--- config.mk ---
export PLATFORM = sky130hd
export DESIGN_NAME = warp_dual_issue_scheduler
export DESIGN_NICKNAME = d
export VERILOG_FILES = /design/src/rtl/warp_dual_issue_scheduler_pkg.sv /design/src/rtl/warp_dual_issue_scheduler_rr_dual_pick.sv /design/src/rtl/warp_dual_issue_scheduler.sv
export SDC_FILE = /design/constraint.sdc
export NUM_CORES = 1
export LEC_CHECK = 0
export ABC_CLOCK_PERIOD_IN_PS = 7200
export CORE_MARGIN = 2
export CORE_UTILIZATION = 55
export DETAILED_ROUTE_END_ITERATION = 7
export GPL_TIMING_DRIVEN = 0
export HOLD_SLACK_MARGIN = 0.05
export PLACE_DENSITY = 0.84
export SYNTH_ARGS = -nofsm -noshare
export SYNTH_HDL_FRONTEND = slang
export SYNTH_SLANG_ARGS = --single-unit
--- constraint.sdc ---
create_clock -name clk -period 7.2 [get_ports clk]
set_clock_uncertainty 0.1 [all_clocks]
set_input_delay 1.08 -clock clk [delete_from_list [all_inputs] [get_ports clk]]
set_output_delay 1.08 -clock clk [all_outputs]
set_load 0.01 [all_outputs]
--- src/rtl/warp_dual_issue_scheduler_pkg.sv ---
// Shared definitions for the warp dual-issue scheduler.
// Contents:
//   NUM_WARPS / WID_W  - warp count and encoded warp-id width
//   warp_state_e       - per-warp lifecycle state
//   grant_t            - one decode-slot grant (valid + one-hot warp)
//   wid_to_onehot      - 3-to-8 decode, also used for the SIMT writeback id
//   onehot_to_wid      - inverse of the above for a one-hot input
package warp_dual_issue_scheduler_pkg;

  localparam int NUM_WARPS = 8;
  localparam int WID_W     = 3;

  typedef enum logic [1:0] {
    W_INACTIVE = 2'b00,
    W_ACTIVE   = 2'b01,
    W_BR_WAIT  = 2'b10
  } warp_state_e;

  typedef struct packed {
    logic                 vld;
    logic [NUM_WARPS-1:0] oh;
  } grant_t;

  function automatic logic [NUM_WARPS-1:0] wid_to_onehot(input logic [WID_W-1:0] id);
    logic [NUM_WARPS-1:0] oh;
    oh     = '0;
    oh[id] = 1'b1;
    return oh;
  endfunction

  function automatic logic [WID_W-1:0] onehot_to_wid(input logic [NUM_WARPS-1:0] oh);
    logic [WID_W-1:0] id;
    id = '0;
    for (int i = 0; i < NUM_WARPS; i++)
      if (oh[i]) id = id | WID_W'(i);
    return id;
  endfunction

endpackage

--- src/rtl/warp_dual_issue_scheduler_rr_dual_pick.sv ---
// Combinational round-robin dual picker.
// Ports:
//   elig_i  - eligible warp mask
//   ptr_i   - round-robin start position
//   pick0_o - one-hot first eligible warp at or after ptr_i (wrapping), 0 if none
//   pick1_o - one-hot next eligible warp after pick0_o in the same scan, 0 if none
//   vld0_o / vld1_o - pick valids
module warp_dual_issue_scheduler_rr_dual_pick
  import warp_dual_issue_scheduler_pkg::*;
(
  input  logic [NUM_WARPS-1:0] elig_i,
  input  logic [WID_W-1:0]     ptr_i,
  output logic [NUM_WARPS-1:0] pick0_o,
  output logic [NUM_WARPS-1:0] pick1_o,
  output logic                 vld0_o,
  output logic                 vld1_o
);

  logic [2*NUM_WARPS-1:0] rot_dbl, back0_dbl, back1_dbl;
  logic [NUM_WARPS-1:0]   rot, rem, r0, r1;

  always_comb begin
    // rotate so that bit 0 is the warp at ptr_i
    rot_dbl   = {elig_i, elig_i} >> ptr_i;
    rot       = rot_dbl[NUM_WARPS-1:0];
    // x & -x isolates the lowest set bit: two cascaded priority encoders
    r0        = rot & (~rot + NUM_WARPS'(1));
    rem       = rot & ~r0;
    r1        = rem & (~rem + NUM_WARPS'(1));
    // rotate back; the upper half of the doubled word holds the wrapped result
    back0_dbl = {r0, r0} << ptr_i;
    back1_dbl = {r1, r1} << ptr_i;
    pick0_o   = back0_dbl[2*NUM_WARPS-1:NUM_WARPS];
    pick1_o   = back1_dbl[2*NUM_WARPS-1:NUM_WARPS];
    vld0_o    = |rot;
    vld1_o    = |rem;
  end

endmodule

--- src/rtl/warp_dual_issue_scheduler.sv ---
// Per-cycle warp selector for the two decode slots (ID0/ID1).
// Ports:
//   clk, rst_n          - clock, synchronous active-low reset
//   Warp_Start          - per-warp launch pulse (INACTIVE -> ACTIVE)
//   IB_Valid / IB_Head_* - instruction-buffer head status per warp
//   SIMT_Full / SIMT_TwoMoreVacant - SIMT stack room per warp
//   WB_Update_SIMT / WarpID_from_WB - branch resolve from writeback
//   ID_Stall            - decode not accepting; grants hold
//   Grant_Valid0/1, Grant_WarpID0/1 - registered slot grants (one-hot)
//   Warp_Active         - warp not INACTIVE
//   All_Done            - no active warp and no outstanding grant
module warp_dual_issue_scheduler
  import warp_dual_issue_scheduler_pkg::*;
(
  input  logic                 clk,
  input  logic                 rst_n,
  input  logic [NUM_WARPS-1:0] Warp_Start,
  input  logic [NUM_WARPS-1:0] IB_Valid,
  input  logic [NUM_WARPS-1:0] IB_Head_Branch,
  input  logic [NUM_WARPS-1:0] IB_Head_Call,
  input  logic [NUM_WARPS-1:0] IB_Head_Exit,
  input  logic [NUM_WARPS-1:0] SIMT_Full,
  input  logic [NUM_WARPS-1:0] SIMT_TwoMoreVacant,
  input  logic                 WB_Update_SIMT,
  input  logic [WID_W-1:0]     WarpID_from_WB,
  input  logic                 ID_Stall,
  output logic                 Grant_Valid0,
  output logic [NUM_WARPS-1:0] Grant_WarpID0,
  output logic                 Grant_Valid1,
  output logic [NUM_WARPS-1:0] Grant_WarpID1,
  output logic [NUM_WARPS-1:0] Warp_Active,
  output logic                 All_Done
);

  grant_t               g0_q, g1_q;
  logic [WID_W-1:0]     rr_q, rr_d, last_wid;
  logic [NUM_WARPS-1:0] cool_q, cool_d, gmask_q, wb_oh, elig, pick0, pick1;
  logic                 pv0, pv1, accept;

  assign accept   = !ID_Stall;
  assign gmask_q  = g0_q.oh | g1_q.oh;
  assign wb_oh    = WB_Update_SIMT ? wid_to_onehot(WarpID_from_WB) : '0;
  // slot 1 is always later in the scan than slot 0, so it is the last granted
  assign last_wid = onehot_to_wid(g1_q.vld ? g1_q.oh : g0_q.oh);
  // The selection made at an accepting edge already uses the updated pointer
  // and excludes the grants being accepted at that same edge; otherwise a
  // warp could be re-issued before its state transition has landed.
  assign rr_d     = (accept && g0_q.vld) ? last_wid + WID_W'(1) : rr_q;
  assign cool_d   = accept ? gmask_q : cool_q;

  for (genvar w = 0; w < NUM_WARPS; w++) begin : g_warp
    warp_state_e st_q;

    assign elig[w] = (st_q == W_ACTIVE) && IB_Valid[w] && !cool_d[w]
                   && (!IB_Head_Branch[w] || SIMT_TwoMoreVacant[w])
                   && (!IB_Head_Call[w]   || !SIMT_Full[w]);
    assign Warp_Active[w] = (st_q != W_INACTIVE);

    always_ff @(posedge clk) begin
      if (!rst_n) begin
        st_q <= W_INACTIVE;
      end else begin
        case (st_q)
          W_INACTIVE: if (Warp_Start[w]) st_q <= W_ACTIVE;
          W_ACTIVE: begin
            if (accept && gmask_q[w]) begin
              if (IB_Head_Exit[w])        st_q <= W_INACTIVE;
              else if (IB_Head_Branch[w]) st_q <= W_BR_WAIT;
            end
          end
          W_BR_WAIT:  if (wb_oh[w]) st_q <= W_ACTIVE;
          default:    st_q <= W_INACTIVE;
        endcase
      end
    end
  end

  warp_dual_issue_scheduler_rr_dual_pick u_pick (
    .elig_i  (elig),
    .ptr_i   (rr_d),
    .pick0_o (pick0),
    .pick1_o (pick1),
    .vld0_o  (pv0),
    .vld1_o  (pv1)
  );

  always_ff @(posedge clk) begin
    if (!rst_n) begin
      g0_q   <= '0;
      g1_q   <= '0;
      rr_q   <= '0;
      cool_q <= '0;
    end else if (accept) begin
      g0_q   <= '{vld: pv0, oh: pick0};
      g1_q   <= '{vld: pv1, oh: pick1};
      rr_q   <= rr_d;
      cool_q <= cool_d;
    end
  end

  assign Grant_Valid0  = g0_q.vld;
  assign Grant_WarpID0 = g0_q.oh;
  assign Grant_Valid1  = g1_q.vld;
  assign Grant_WarpID1 = g1_q.oh;
  assign All_Done      = ~|Warp_Active & ~g0_q.vld & ~g1_q.vld;

endmodule

==> impl_metrics.yaml <==
outcome:
  outcome: "completed"
placed_design:
  placed_cells: 677
  routabilityCongestion: 0.9424
  dp_hpwl_mm: 10.04
  postPlaceCellArea_um2: 4757
  portBuffers: 89
min_path:
  min_from: "Grant_WarpID1[0]"
  min_to: "Grant_WarpID1[0]"
  worstHoldPathCells: 1
  hp-class: "reg -> reg"
floorplan:
  ioPinCount: 90
  core_area_um2: 6719
  start_util_pct: 56.05
  std_cell_rows: 30
  dieHeight_um: 86.75
  fp.dieW_um: 86.75
  dieArea_um2: 7526
worst_setup_path:
  path_class: "in -> reg"
  crit_arrival_ns: 5.22
  cp_slowest_stage_delay_ns: 0.60
  cp.required_ns: 7.37
  cp_common_cell: "o21ai_1"
  crit_family: "compound AO/OA/AOI/OAI gates"
  startpoint_type: "input pin"
  critPathBufInv: 1
  reg2reg_from: "Grant_WarpID1[3]"
  slowest_stage: "nor4_1"
  rrSetupSlack_ns: 2.79
  startpoint: "ID_Stall"
  path_max_fanout: 9
  worstPathCellList: "clkdlybuf4s50_1, or3_1, o21ai_1, o2111ai_2, nor4_1, or4_1, mux2i_2, a2111oi_0, o21ai_0, a221o_1, o41a_1, o21ai_1, o211a_1"
  cp-end-kind: "register"
  r2r_cells: 13
  r2r-end: "Grant_WarpID1[0]"
logic_synthesis:
  netlist_area_um2: 3766
  ys_ff_latch: 45
  yosys.cell_types.count: 73
  syn_inst: 508
  syn_nets: 572
  yosys_warnings: 0
  ys_seq_area_share_pct: 23.92
  synthArstFlopShare_pct: 0
  synth_edf_count: 0
  syn_avg_cell_area_um2: 7.414
  ys.flop_type: "dfxtp_1"
grt:
  met1_usage_pct: 46.10
  grt_pass1_vias: 4031
  grt_busiest_layer: "met2"
  grtUsageTotal_pct: 34.06
  grt_pass1_wl_mm: 20.13
  use_met2_pct: 55.80
  grt_antenna_before_repair: 0
  grt_use_met3_pct: 4.857
  grt_max_degree: 17
  overflow: 0
routing:
  routed_via_density: 6.444
  drt-pass1-iter-count: 5
  drtIter0Drc: 365
  ant_nets: 0
  drc: 0
  num_vias: 4414
  avgRoutedWirePerCell_um: 19.00
  wl_mm: 13.02
pwr:
  max-vdd-ir-drop_uv: 137.5
  leakage_uw: 0.001862
  power_density_nw_per_um2: 172.9
finish:
  syn2layout_area_growth_pct: 28.80
  utilization_pct: 72.20
  layout.cells.non_filler: 685
  nFillCells: 577
  drive_above_1_share_pct: 9.917
  diodes: 0
  layout_common_cells: "clkdlybuf4s50_1 (89), nor2_1 (76), dfxtp_1 (45)"
  fin_area_um2: 4851
  final_common_cell: "clkdlybuf4s50_1"
  final_nets: 668
sta:
  period_minus_slack_ns: 5.055
  period_share_pct: 70.20
  hold_violations: 0
  holdWs_ns: 0.4178
  fmax_ghz: 0.1978
  finalSetupViolations: 0
  max-slew-margin-rel_pct: 41.41
  tightest_slew_ns: 0.8544
  fin_setup_tns_ns: 0
  grt_setup_unrepaired: "false"
  slew_violations: 0
cts:
  cts_buffers: 5
  path_clk_slew_ns: 0.10
  cts_max_level: 2
  cts_setup_buffers: 0
  clock_sinks: 45
  cts_hold_buf: 0
  clkLatencyLatePin_ns: 0.32
  clockBufferDepth: 2
  cts-root-buf: "clkbuf_8"
  cts_tree: "built"
  ctsResizeCount: 0
job:
  drv_cap: 0
synth_stat cells (3+ instances only):
master / n / area, um2
clkbuf_1: 15 / 56.30
o211ai_1: 7 / 52.55
o31ai_1: 3 / 22.52
or3_1: 6 / 37.54
and2_1: 7 / 43.79
o21ai_1: 5 / 25.02
inv_1: 26 / 97.59
nand3_1: 15 / 75.07
o22ai_1: 3 / 18.77
nor3b_1: 3 / 22.52
nor4_1: 9 / 56.30
a21oi_1: 37 / 185.2
nor2b_1: 15 / 93.84
nor3_1: 10 / 50.05
or2_2: 11 / 68.82
nand2_1: 23 / 86.33
dfxtp_1: 45 / 900.9
and3b_1: 3 / 26.28
a21boi_0: 5 / 37.54
and3_1: 4 / 25.02
a311oi_1: 4 / 35.03
mux2_2: 11 / 123.9
mux2i_1: 16 / 160.2
a211oi_1: 11 / 82.58
a31oi_1: 15 / 93.84
a21o_1: 3 / 22.52
o21ai_0: 27 / 135.1
nand4_1: 3 / 18.77
nor4b_1: 8 / 70.07
buf_2: 9 / 45.04
o2111ai_1: 5 / 43.79
nor2_1: 76 / 285.3
o311ai_0: 5 / 43.79
nand2b_1: 5 / 31.28
buf_6: 3 / 33.78
power by group:
group	internal, uW	switching [uW]	leakage, uW	total (uW)
logic	163	214	0.00145	376
clock network	70.9	102	0.0000452	173
registers	267	22.4	0.000369	290
area by class of cell:
| type | count | area, um2 | area share, % |
|---|---|---|---|
| timing repair buffer | 89 | 890.9 | 18.36 |
| buffer | 29 | 142.6 | 2.940 |
| clock buffer | 5 | 68.82 | 1.419 |
| tap | 80 | 100.1 | 2.063 |
| clock inverter | 3 | 25.02 | 0.5159 |
| inverter | 28 | 105.1 | 2.167 |
| multi-input combinational | 406 | 2618 | 53.96 |
| sequential | 45 | 900.9 | 18.57 |
cells by family (layout without fill, tap and decap cells):
kind of cell	after synthesis	count (layout)	share of synthesized area [%]
compound gates	159	159	29.20
xor+xnor	2	2	0.4652
fa+ha+maj	2	2	0.5980
buf+inv	57	154	6.578
flops	45	45	23.92
mux	34	34	10.27
simple gates	209	209	28.97
how the worst max path moves through the flow:
stage,to,slack (ns),cells after the start
finish,Grant_WarpID1[0],2.15,13
global route,Grant_WarpID1[0],2.01,13
CTS,Grant_WarpID1[0],2.29,13
detailed placement,Grant_WarpID1[0],1.98,13
global placement,Grant_WarpID1[0],2.01,13
floorplan,Grant_WarpID1[2],3.30,12
registers in the layout (all words and copies together) (netlist names):
register and cells:
Grant_WarpID1 8, Grant_WarpID0 8, Grant_Valid0 1, rr_q 3
cool_q 8, g_warp.st_q 16, Grant_Valid1 1
per-stage QoR:
stage / setup slack [ns] / total power (uW)
floorplan: 3.300 / 524.9
detailed placement: 1.975 / 660.3
global route: 2.014 / 880.3
global placement: 2.009 / 655.3
CTS: 2.291 / 828.5
finish: 2.145 / 838.7
routing by layer:
metal	vias to the layer above	part of all wire [%]
met5	-	0
met4	0	2.6
met3	35	9.0
met2	266	47
met1	2039	41
li1	2074	-
Note: power is estimated with default switching activity, not from simulation.
